<file path="src/rtl/piloop_mc_if.sv">
// Sample, configuration and result signals of the multi-channel PI controller.
// The master side drives samples and config writes; the slave side is the controller.
interface piloop_mc_if #(
    parameter int NCH   = 4,
    parameter int WIN   = 18,
    parameter int WCOEF = 16,
    parameter int WOUT  = 16
);
    localparam int CW = (NCH > 1) ? $clog2(NCH) : 1;

    logic signed [WIN-1:0]  errin;
    logic [CW-1:0]          chan_in;
    logic                   strobe_in;
    logic                   cfg_we;
    logic [CW-1:0]          cfg_chan;
    logic [2:0]             cfg_sel;
    logic [WCOEF-1:0]       cfg_data;
    logic                   overrun_clr;
    logic signed [WOUT-1:0] ctrl_out;
    logic [CW-1:0]          chan_out;
    logic                   strobe_out;
    logic [NCH-1:0]         open_locked;
    logic                   overrun;

    modport master (
        output errin, chan_in, strobe_in, cfg_we, cfg_chan, cfg_sel, cfg_data, overrun_clr,
        input  ctrl_out, chan_out, strobe_out, open_locked, overrun
    );

    modport slave (
        input  errin, chan_in, strobe_in, cfg_we, cfg_chan, cfg_sel, cfg_data, overrun_clr,
        output ctrl_out, chan_out, strobe_out, open_locked, overrun
    );
endinterface

</file>
<file path="src/rtl/piloop_mc.sv">
// Time-multiplexed PI controller: one shared 3-stage multiply/accumulate pipeline
// serving NCH independent channels, with output clamping, conditional-integration
// anti-windup and an open-loop tracking preload for bumpless transfer.
module piloop_mc #(
    parameter int NCH   = 4,
    parameter int WIN   = 18,
    parameter int WCOEF = 16,
    parameter int WINTE = 10,
    parameter int WOUT  = 16,
    parameter int PKP   = 6,
    parameter int PKI   = 6
) (
    input  logic       clk,
    input  logic       rst_n,
    piloop_mc_if.slave bus
);
    localparam int CW = (NCH > 1) ? $clog2(NCH) : 1;
    localparam int WI = WIN + WCOEF + WINTE;
    localparam int WM = WIN + WCOEF + 1;
    localparam logic signed [WOUT-1:0] OUT_MAX = {1'b0, {(WOUT-1){1'b1}}};
    localparam logic signed [WOUT-1:0] OUT_NMAX = {1'b1, {(WOUT-2){1'b0}}, 1'b1};

    // Saturate a wide signed value to the output width.
    function automatic logic signed [WOUT-1:0] sat_out(input logic signed [WI-1:0] v);
        if ((&v[WI-1:WOUT-1]) || !(|v[WI-1:WOUT-1]))
            sat_out = v[WOUT-1:0];
        else if (v[WI-1])
            sat_out = {1'b1, {(WOUT-1){1'b0}}};
        else
            sat_out = {1'b0, {(WOUT-1){1'b1}}};
    endfunction

    // Per-channel registers
    logic [WCOEF-1:0]       kp_q [NCH], kp_d [NCH];
    logic [WCOEF-1:0]       ki_q [NCH], ki_d [NCH];
    logic signed [WOUT-1:0] ol_q [NCH], ol_d [NCH];
    logic signed [WOUT-1:0] hi_q [NCH], hi_d [NCH];
    logic signed [WOUT-1:0] lo_q [NCH], lo_d [NCH];
    logic [2:0]             mode_q [NCH], mode_d [NCH];
    logic signed [WI-1:0]   inte_q [NCH], inte_d [NCH];

    // Stage A: accepted sample with its coefficient snapshot
    logic                   a_vld_q, a_vld_d;
    logic [CW-1:0]          a_chan_q, a_chan_d;
    logic signed [WIN-1:0]  a_err_q, a_err_d;
    logic [WCOEF-1:0]       a_kp_q, a_kp_d, a_ki_q, a_ki_d;
    logic [2:0]             a_mode_q, a_mode_d;
    logic signed [WOUT-1:0] a_ol_q, a_ol_d, a_hi_q, a_hi_d, a_lo_q, a_lo_d;

    // Stage B: exact products
    logic                   b_vld_q, b_vld_d;
    logic [CW-1:0]          b_chan_q, b_chan_d;
    logic signed [WM-1:0]   b_mp_q, b_mp_d, b_mi_q, b_mi_d;
    logic [2:0]             b_mode_q, b_mode_d;
    logic signed [WOUT-1:0] b_ol_q, b_ol_d, b_hi_q, b_hi_d, b_lo_q, b_lo_d;

    // Outputs
    logic signed [WOUT-1:0] ctrl_q, ctrl_d;
    logic [CW-1:0]          chan_q, chan_d;
    logic                   stb_q, stb_d;
    logic                   ovr_q, ovr_d;
    logic [NCH-1:0]         olk_q, olk_d;

    logic accept;
    logic signed [WCOEF:0]  kps, kis;

    logic signed [WI:0]     isum;
    logic signed [WI-1:0]   cand, mp_ext, preload;
    logic signed [WOUT-1:0] p_term, i_term, clamped;
    logic signed [WOUT:0]   sum;
    logic                   over_hi, under_lo, hold;

    // Config writes, pipeline advance, overrun and open-loop detection
    always_comb begin
        kp_d = kp_q; ki_d = ki_q; ol_d = ol_q; hi_d = hi_q; lo_d = lo_q; mode_d = mode_q;
        if (bus.cfg_we) begin
            case (bus.cfg_sel)
                3'd0: kp_d[bus.cfg_chan] = bus.cfg_data;
                3'd1: ki_d[bus.cfg_chan] = bus.cfg_data;
                3'd2: ol_d[bus.cfg_chan] = bus.cfg_data[WOUT-1:0];
                3'd3: hi_d[bus.cfg_chan] = bus.cfg_data[WOUT-1:0];
                3'd4: lo_d[bus.cfg_chan] = bus.cfg_data[WOUT-1:0];
                3'd5: mode_d[bus.cfg_chan] = bus.cfg_data[2:0];
                default: ;
            endcase
        end

        // A new sample is only taken when neither earlier stage is occupied.
        accept   = bus.strobe_in && !a_vld_q && !b_vld_q;
        ovr_d    = (bus.strobe_in && !accept) ? 1'b1 : (bus.overrun_clr ? 1'b0 : ovr_q);
        a_vld_d  = accept;
        a_chan_d = accept ? bus.chan_in : a_chan_q;
        a_err_d  = accept ? bus.errin : a_err_q;
        a_kp_d   = accept ? kp_q[bus.chan_in] : a_kp_q;
        a_ki_d   = accept ? ki_q[bus.chan_in] : a_ki_q;
        a_mode_d = accept ? mode_q[bus.chan_in] : a_mode_q;
        a_ol_d   = accept ? ol_q[bus.chan_in] : a_ol_q;
        a_hi_d   = accept ? hi_q[bus.chan_in] : a_hi_q;
        a_lo_d   = accept ? lo_q[bus.chan_in] : a_lo_q;

        for (int c = 0; c < NCH; c++)
            olk_d[c] = (kp_q[c] == '0) && (ki_q[c] == '0);
    end

    // Stage 1: sign the coefficients and form the exact products
    always_comb begin
        kps      = a_mode_q[1] ? -$signed({1'b0, a_kp_q}) : $signed({1'b0, a_kp_q});
        kis      = a_mode_q[1] ? -$signed({1'b0, a_ki_q}) : $signed({1'b0, a_ki_q});
        b_vld_d  = a_vld_q;
        b_chan_d = a_vld_q ? a_chan_q : b_chan_q;
        b_mp_d   = a_vld_q ? WM'(kps) * WM'(a_err_q) : b_mp_q;
        b_mi_d   = a_vld_q ? WM'(kis) * WM'(a_err_q) : b_mi_q;
        b_mode_d = a_vld_q ? a_mode_q : b_mode_q;
        b_ol_d   = a_vld_q ? a_ol_q : b_ol_q;
        b_hi_d   = a_vld_q ? a_hi_q : b_hi_q;
        b_lo_d   = a_vld_q ? a_lo_q : b_lo_q;
    end

    // Stages 2-3: integrate, scale, clamp, select output and write back the integrator
    always_comb begin
        isum = (WI+1)'(inte_q[b_chan_q]) + (WI+1)'(b_mi_q);
        if (isum[WI] != isum[WI-1])
            cand = isum[WI] ? {1'b1, {(WI-1){1'b0}}} : {1'b0, {(WI-1){1'b1}}};
        else
            cand = isum[WI-1:0];
        mp_ext   = WI'(b_mp_q);
        p_term   = sat_out(mp_ext >>> PKP);
        i_term   = sat_out(cand >>> PKI);
        sum      = (WOUT+1)'(p_term) + (WOUT+1)'(i_term);
        over_hi  = sum > (WOUT+1)'(b_hi_q);
        under_lo = sum < (WOUT+1)'(b_lo_q);
        // The upper limit wins when the limits are crossed.
        if (over_hi)       clamped = b_hi_q;
        else if (under_lo) clamped = b_lo_q;
        else               clamped = sum[WOUT-1:0];
        hold     = (over_hi && !b_mi_q[WM-1] && (b_mi_q != '0)) || (under_lo && b_mi_q[WM-1]);
        preload  = WI'(b_ol_q) <<< PKI;

        inte_d = inte_q;
        if (b_vld_q) begin
            if (b_mode_q[2])      inte_d[b_chan_q] = '0;
            else if (b_mode_q[0]) inte_d[b_chan_q] = preload;
            else if (!hold)       inte_d[b_chan_q] = cand;
        end

        stb_d  = b_vld_q;
        chan_d = b_vld_q ? b_chan_q : chan_q;
        ctrl_d = b_vld_q ? (b_mode_q[0] ? b_ol_q : clamped) : ctrl_q;
    end

    // State registers; reset aborts any sample in flight
    always_ff @(posedge clk or negedge rst_n) begin
        if (!rst_n) begin
            for (int c = 0; c < NCH; c++) begin
                kp_q[c] <= '0; ki_q[c] <= '0; ol_q[c] <= '0;
                hi_q[c] <= OUT_MAX; lo_q[c] <= OUT_NMAX;
                mode_q[c] <= '0; inte_q[c] <= '0;
            end
            a_vld_q <= 1'b0; a_chan_q <= '0; a_err_q <= '0; a_kp_q <= '0; a_ki_q <= '0;
            a_mode_q <= '0; a_ol_q <= '0; a_hi_q <= '0; a_lo_q <= '0;
            b_vld_q <= 1'b0; b_chan_q <= '0; b_mp_q <= '0; b_mi_q <= '0;
            b_mode_q <= '0; b_ol_q <= '0; b_hi_q <= '0; b_lo_q <= '0;
            ctrl_q <= '0; chan_q <= '0; stb_q <= 1'b0; ovr_q <= 1'b0; olk_q <= '1;
        end else begin
            kp_q <= kp_d; ki_q <= ki_d; ol_q <= ol_d; hi_q <= hi_d; lo_q <= lo_d;
            mode_q <= mode_d; inte_q <= inte_d;
            a_vld_q <= a_vld_d; a_chan_q <= a_chan_d; a_err_q <= a_err_d;
            a_kp_q <= a_kp_d; a_ki_q <= a_ki_d; a_mode_q <= a_mode_d;
            a_ol_q <= a_ol_d; a_hi_q <= a_hi_d; a_lo_q <= a_lo_d;
            b_vld_q <= b_vld_d; b_chan_q <= b_chan_d; b_mp_q <= b_mp_d; b_mi_q <= b_mi_d;
            b_mode_q <= b_mode_d; b_ol_q <= b_ol_d; b_hi_q <= b_hi_d; b_lo_q <= b_lo_d;
            ctrl_q <= ctrl_d; chan_q <= chan_d; stb_q <= stb_d; ovr_q <= ovr_d; olk_q <= olk_d;
        end
    end

    assign bus.ctrl_out    = ctrl_q;
    assign bus.chan_out    = chan_q;
    assign bus.strobe_out  = stb_q;
    assign bus.overrun     = ovr_q;
    assign bus.open_locked = olk_q;
endmodule

</file>
<file path="src/flat_wrapper.sv">
// flat-port wrapper written by rule: the top's interface ports become plain ports
module piloop_mc_flat 
#(
    parameter int NCH   = 4,
    parameter int WIN   = 18,
    parameter int WCOEF = 16,
    parameter int WINTE = 10,
    parameter int WOUT  = 16,
    parameter int PKP   = 6,
    parameter int PKI   = 6
)
  (clk, rst_n, bus_errin, bus_chan_in, bus_strobe_in, bus_cfg_we, bus_cfg_chan, bus_cfg_sel, bus_cfg_data, bus_overrun_clr, bus_ctrl_out, bus_chan_out, bus_strobe_out, bus_open_locked, bus_overrun);
  piloop_mc_if #(.NCH(NCH), .WIN(WIN), .WCOEF(WCOEF), .WOUT(WOUT)) bus_i ();
  input  logic clk;
  input  logic rst_n;
  input wire logic [$bits(bus_i.errin)-1:0] bus_errin;
  input wire logic [$bits(bus_i.chan_in)-1:0] bus_chan_in;
  input wire logic [$bits(bus_i.strobe_in)-1:0] bus_strobe_in;
  input wire logic [$bits(bus_i.cfg_we)-1:0] bus_cfg_we;
  input wire logic [$bits(bus_i.cfg_chan)-1:0] bus_cfg_chan;
  input wire logic [$bits(bus_i.cfg_sel)-1:0] bus_cfg_sel;
  input wire logic [$bits(bus_i.cfg_data)-1:0] bus_cfg_data;
  input wire logic [$bits(bus_i.overrun_clr)-1:0] bus_overrun_clr;
  output wire logic [$bits(bus_i.ctrl_out)-1:0] bus_ctrl_out;
  output wire logic [$bits(bus_i.chan_out)-1:0] bus_chan_out;
  output wire logic [$bits(bus_i.strobe_out)-1:0] bus_strobe_out;
  output wire logic [$bits(bus_i.open_locked)-1:0] bus_open_locked;
  output wire logic [$bits(bus_i.overrun)-1:0] bus_overrun;
  assign bus_i.errin = bus_errin;
  assign bus_i.chan_in = bus_chan_in;
  assign bus_i.strobe_in = bus_strobe_in;
  assign bus_i.cfg_we = bus_cfg_we;
  assign bus_i.cfg_chan = bus_cfg_chan;
  assign bus_i.cfg_sel = bus_cfg_sel;
  assign bus_i.cfg_data = bus_cfg_data;
  assign bus_i.overrun_clr = bus_overrun_clr;
  assign bus_ctrl_out = bus_i.ctrl_out;
  assign bus_chan_out = bus_i.chan_out;
  assign bus_strobe_out = bus_i.strobe_out;
  assign bus_open_locked = bus_i.open_locked;
  assign bus_overrun = bus_i.overrun;
  piloop_mc #(.NCH(NCH), .WIN(WIN), .WCOEF(WCOEF), .WINTE(WINTE), .WOUT(WOUT), .PKP(PKP), .PKI(PKI)) u_core (.clk(clk), .rst_n(rst_n), .bus(bus_i));
endmodule
</file>
<file path="config.mk">
export PLATFORM = sky130hd
export DESIGN_NAME = piloop_mc_flat
export DESIGN_NICKNAME = d
export VERILOG_FILES = /design/src/rtl/piloop_mc_if.sv /design/src/rtl/piloop_mc.sv /design/src/flat_wrapper.sv
export SDC_FILE = /design/constraint.sdc
export NUM_CORES = 2
export LEC_CHECK = 0
export CAP_MARGIN = 40
export CORE_UTILIZATION = 65
export DETAILED_ROUTE_END_ITERATION = 6
export HOLD_SLACK_MARGIN = 0.05
export PLACE_DENSITY = 0.82
export SKIP_CTS_REPAIR_TIMING = 1
export SLEW_MARGIN = 10
export SYNTH_ARGS = -nofsm -noshare
export SYNTH_HDL_FRONTEND = slang
export SYNTH_SLANG_ARGS = --single-unit
</file>
<file path="constraint.sdc">
create_clock -name clk -period 19.3 [get_ports clk]
set_input_delay 2.895 -clock clk [delete_from_list [all_inputs] [get_ports clk]]
set_output_delay 2.895 -clock clk [all_outputs]
set_load 0.01 [all_outputs]
</file>
Word-level counts from Yosys, hierarchy flattened

Index checks and enable logic that the tools add are counted.

Input port bits: 46
Output and inout bits: 24
Logic and storage cells: 169
Flip-flop bits (word level): 760

Multiplexer cells: 51
Multipliers: 2
Add/subtract/negate cells: 4
Bitwise gates (word level): 5
Reduce and logical (&&, ||, !) cells: 43
Magnitude comparators: 7
Equal/unequal tests: 7

Operator list:

| kind               | count |
|---|---|
| $mux 176           | 3 |
| $bwmux 176         | 2 |
| $bwmux 64          | 5 |
| $mux 16            | 18 |
| $mux 44            | 5 |
| $and 176x176->176  | 1 |
| $not 176->176      | 1 |
| $bmux 16 s2        | 5 |
| $logic_not 16->1   | 8 |
| $bmux 44 s2        | 1 |
| $demux 44 s2       | 1 |
| $mul 17x18->35     | 2 |
| $add 44x35->45     | 1 |
| $reduce_bool 35->1 | 1 |
| $mux 17            | 2 |
| $neg 16->17        | 2 |
| $demux 16 s2       | 1 |
| $reduce_and 23->1  | 1 |
| $reduce_or 23->1   | 1 |
| $add 16x16->17     | 1 |
| $gt 17x16->1       | 1 |
| $lt 17x16->1       | 1 |
| $reduce_and 14->1  | 1 |
| $reduce_and 2->1   | 7 |
| 19 further kinds   | 47 |

Longest topological paths before layout

Depth after elaboration: 19
Depth in mapped cells: 50

Least setup slack after synthesis

Ideal clock, no wire load.

Kind: reg2reg
Start point: register u_core.b_chan_q[0]
End point: register u_core.inte_q[38] in the netlist's numbering
Cell stages (with the launch flop): 47
Library setup time: 121 ps
Slack: 8092 ps
Clock period less this slack: 11208 ps
Arrival time: 11087 ps
Path buffers: 7
Cells stage by stage: dfrtp_1 -> clkbuf_1 -> buf_1 -> buf_1 -> mux4_2 -> ha_1 -> fa_1 -> a211oi_2 -> o211ai_2 -> a211oi_4 -> o21ai_2 -> o211a_1 -> nor3_1 -> ha_1 -> buf_1 -> nor3b_1 -> nor4_1 -> nand3_1 -> [... 11 more ...] -> a21oi_1 -> o2111ai_1 -> a31oi_1 -> a21o_1 -> a21oi_1 -> xnor2_1 -> ha_1 -> a21o_1 -> a211oi_1 -> a31oi_1 -> nand3_1 -> o31ai_1 -> o22a_1 -> clkbuf_1 -> o2111ai_1 -> clkbuf_1 -> nor2_1 -> a22o_1

Longest elaborated chain between the ends: 18

RTL lines:

| element                                     | line                               | text |
|---|---|---|
| start: declaration                          | piloop_mc.sv:52                    | `logic [CW-1:0] b_chan_q, b_chan_d;` |
| start signal: assignment                    | piloop_mc.sv:170                   | `b_vld_q <= b_vld_d; b_chan_q <= b_chan_d; b_mp_q <= b_mp_d; b_mi_q <= b_mi_d;` |
| $not 2->3 (not written as such) *           | --                                 |  |
| $bmux 44 s2                                 | piloop_mc.sv:121                   | `isum = (WI+1)'(inte_q[b_chan_q]) + (WI+1)'(b_mi_q);` |
| $mux 44 (not written as such) (2 in series) | piloop_mc.sv:121                   |  |
| $add 44x35->45                              | piloop_mc.sv:121                   |  |
| $mux 44 or $ne 1x1->1 (tied branches)       | piloop_mc.sv:123, piloop_mc.sv:122 |  |
| $mux 44                                     | piloop_mc.sv:122                   | `if (isum[WI] != isum[WI-1])` |
| $reduce_or 23->1                            | piloop_mc.sv:25                    | `if ((&v[WI-1:WOUT-1]) \|\| !(\|v[WI-1:WOUT-1]))` |
| $logic_not 1->1                             | piloop_mc.sv:25                    |  |
| $logic_or 1x1->1                            | piloop_mc.sv:25                    |  |
| $mux 16                                     | piloop_mc.sv:25                    |  |
| $add 16x16->17                              | piloop_mc.sv:129                   | `sum = (WOUT+1)'(p_term) + (WOUT+1)'(i_term);` |
| $gt 17x16->1                                | piloop_mc.sv:130                   | `over_hi = sum > (WOUT+1)'(b_hi_q);` |
| $logic_and 1x1->1 (2 in series)             | piloop_mc.sv:136                   | `hold = (over_hi && !b_mi_q[WM-1] && (b_mi_q != '0)) \|\| (under_lo && b_mi_q[WM-1]);` |
| $logic_or 1x1->1                            | piloop_mc.sv:136                   |  |
| $ne 3x1->1 (no line)                        | --                                 |  |
| $reduce_and 2->1 (no line)                  | --                                 |  |
| end signal: assignment                      | piloop_mc.sv:166                   | `mode_q <= mode_d; inte_q <= inte_d;` |
| end: declaration                            | piloop_mc.sv:40                    | `logic signed [WI-1:0] inte_q [NCH], inte_d [NCH];` |

Mark *: on every way between the ends. The rest lies on a longest branch, timed or not. The select of a mux whose other input is x is not followed.
A chain may end at the register's enable or synchronous reset.

Worst setup path after layout

Start point: register u_core.b_chan_q[0]
End point: register u_core.inte_q[58] in the netlist's numbering

Same word-level chain as after synthesis.

==> impl_metrics.ini <==
[setup_path]
reg2reg_depth = 43
endpoint_kind = flop
path_buf_inv = 5
reg2reg_from = u_core.b_chan_q[0]
crit_path_max_fanout = 75
r2r_slack_ps = 6590
critPathRequiredTime_ps = 19850
crit_type = flop to flop
cp.arrival_ps = 13260
cp_top_family = compound AO/OA/AOI/OAI gates
rr_endpoint = u_core.inte_q[58]
crit_path_max_incr_delay_ps = 690
critPathSlowestCell = buf_4
start_kind = flop

[yosys]
synth_common_cells = inv_1 (708), dfrtp_1 (681), nand2_1 (626)
syn_area_um2 = 60400
synth.yosys.seq_area_share_pct = 31.4
synth_top_area_share_pct = 28.2
synth_edf_count = 0
syn_nets = 6624
yosysUniqueCellTypes = 76
synth_top_area_cell = dfrtp_1
syn_area_per_cell_um2 = 10.6
ys_async_sr_fraction_pct = 100
syn-instance-count = 5689
synth-xor-area-share_pct = 2.07
yosysMostFrequentCell = inv_1
yosysWarnings = 0
ys_ff_latch = 753
ys.flop_type = dfrtp_1
synth_top_family_by_area = adder cells
yosys.area_share.simple_pct = 11.0
ys_top_cells_by_area = dfrtp_1 (28%), fa_1 (21%), mux2_2 (9.1%)
synth.area.mux_share_pct = 14.3
synth_fa_ha_area_share_pct = 26.2
synth_compound_area_share_pct = 8.54

[sta]
setup_viol = 0
finalHoldViolCount = 0
fmax_ghz = 0.0787
slew-limit-headroom_pct = 33.9
rsz0062_at_grt = false
period_minus_slack_ps = 12710
slew_viol_final = 0
setup_tns_ps = 0
min_period_over_period_pct = 65.9
fin_worst_skew_ps = 38.0
tightest_slew_ps = 988

[clock_network]
htreeDepth = 3
cts_sinks = 753
numCtsBuffers = 79
path_clk_slew_ps = 60
clock_latency_ps = 680
cts_tree = done
clock-root-buffer = clkbuf_16
clk_path_buf_depth = 3

[flow_run]
cap_violations = 0

[placement]
gp_congestion = 0.959
port_buffers = 69
hpwl_um = 114000

[global_route]
grt_use_met2_pct = 58.5
grt_pass1_vias = 46779
gr-usage-met3_pct = 6.14
grt.total_usage_pct = 35.7
grt-ovfl-total = 0
grt_busiest_layer = met2
grt_pass1_wl_um = 260000
antenna_found_initial = 1
grt_max_degree = 179
grtUsageMet1_pct = 46.8

[finish]
areaGrowthSynthToFinish_pct = 8.49
diodes = 0
final_nets = 6555
drive_above_1_share_pct = 17.7

[floorplanning]
core_area_um2 = 91800
io_pins = 70
initial_core_util_pct = 65.8
die-height_um = 307
fp-row-count = 111
fp.dieW_um = 307
die_area_um2 = 94100

[run_status]
outcome = complete, but fails checks
violations = design-rule violations

[route]
wl_um = 161000
drc = 1
wire_per_inst_um = 23.2
drt_iter0_drc = 4135
vias = 43600
first_pass_iters = 7
viasPerCell = 6.30
drtAntennaViolNets = 0

[hold_path]
hold_path.class = flop to flop
worstHoldStart = u_core.inte_q[116]
hold_depth = 2
hold_end = u_core.inte_q[116]
-- final cells by class --
cell class	count	area, µm²
multi-input combinational	3881	37600
fill	6184	26300
sequential	753	18900
inverter	712	2670
clock buffer	111	2320
timing repair buffer	193	2080
tap	1243	1560
clock inverter	32	385
-- cells in the final DEF, fill, tap and decap left out, types with 14 or more instances in the layout --
cell             Yosys  final
a31oi_1             22     22
nor4_1              51     50
inv_1              708    708
ha_1               265    265
a21oi_1            228    228
nor2b_1            138    138
fa_1               624    624
xnor2_1            108    106
o31ai_1            109    107
nand4_1             34     34
nand3_1             31     31
clkbuf_16            0     79
dfstp_2             72     72
clkdlybuf4s50_1      0     66
o21ai_0            245    245
a21o_1              60     60
nand2_1            626    626
clkbuf_8             0     22
and3_1              15     14
nand2b_1            45     45
nor2_1             146    145
o21a_1              24     24
o21bai_1            15     15
buf_8                0     17
o211ai_1            25     25
buf_4                0     88
buf_16               0     15
or2_2               28     28
nor3_1              48     45
xor2_1              35     35
dfrtp_1            681    677
mux4_2             127    127
mux2i_1             25     24
mux2_2             488    488
and2_1             183    183
-- layer usage --
metal	share of wire, %	vias up
met1	39	22416
met3	7.6	470
met4	4.8	2
met5	0.0081	-
met2	49	2016
li1	-	18696
-- registers in the layout, summed over array words and instances, names as in the netlist, 3 cells and up --
| name | flops |
|---|---|
| u_core.inte_q | 176 |
| u_core.hi_q | 64 |
| u_core.ki_q | 64 |
| u_core.kp_q | 64 |
| u_core.lo_q | 64 |
| u_core.ol_q | 64 |
| u_core.b_mi_q | 35 |
| u_core.b_mp_q | 29 |
| u_core.a_err_q | 18 |
| u_core.a_hi_q | 16 |
| u_core.a_ki_q | 16 |
| u_core.a_kp_q | 16 |
| u_core.a_lo_q | 16 |
| u_core.a_ol_q | 16 |
| u_core.b_hi_q | 16 |
| u_core.b_lo_q | 16 |
| u_core.b_ol_q | 16 |
| u_core.bus.ctrl_out | 16 |
| u_core.mode_q | 12 |
| u_core.bus.open_locked | 4 |
| u_core.a_mode_q | 3 |
-- through the flow --
step                worst slack [ps]  hold WS (ps)  instance area [µm²]  util, %  std cells
global placement                6550           454                62100     67.6       6745
global route                    5580           497                65500     71.4       6925
detailed placement              6650           463                62700     68.3       6778
CTS                             6630           476                65400     71.3       6921
finish                          6590           477                65500     71.4       6925
floorplan                       8090           352                60400        -       5689
-- how the worst max path moves through the flow --
stage	slack (ps)	start	cells after the start	endpoint
after floorplan	8090	u_core.b_chan_q[0]	46	u_core.inte_q[38]
after global placement	6550	u_core.b_chan_q[0]	42	u_core.inte_q[58]
after detailed placement	6650	u_core.b_chan_q[0]	43	u_core.inte_q[58]
after CTS	6630	u_core.b_chan_q[0]	43	u_core.inte_q[58]
after global routing	5580	u_core.b_chan_q[0]	43	u_core.inte_q[58]
final	6590	u_core.b_chan_q[0]	43	u_core.inte_q[58]
-- kinds of logic (layout without fill, tap and decap cells) --
group	after synthesis	in the layout
buf+inv	1055	1048
xor+xnor	143	143
simple gates	1379	1379
fa+ha+maj	889	889
compound gates	830	830
flops	753	753
mux	640	640
-- worst register-to-register path: cells and delay by family, from the launching register on --
family	cells	cell delay [ps]
compound gates	20	4900
simple gates	9	2410
buf+inv	5	1700
fa+ha+maj	5	1660
mux	2	1030
flops	1	500
xor+xnor	2	380
Power is not shown: default switching activity piles up to over one toggle a cycle in this logic, so the estimate is an artifact.
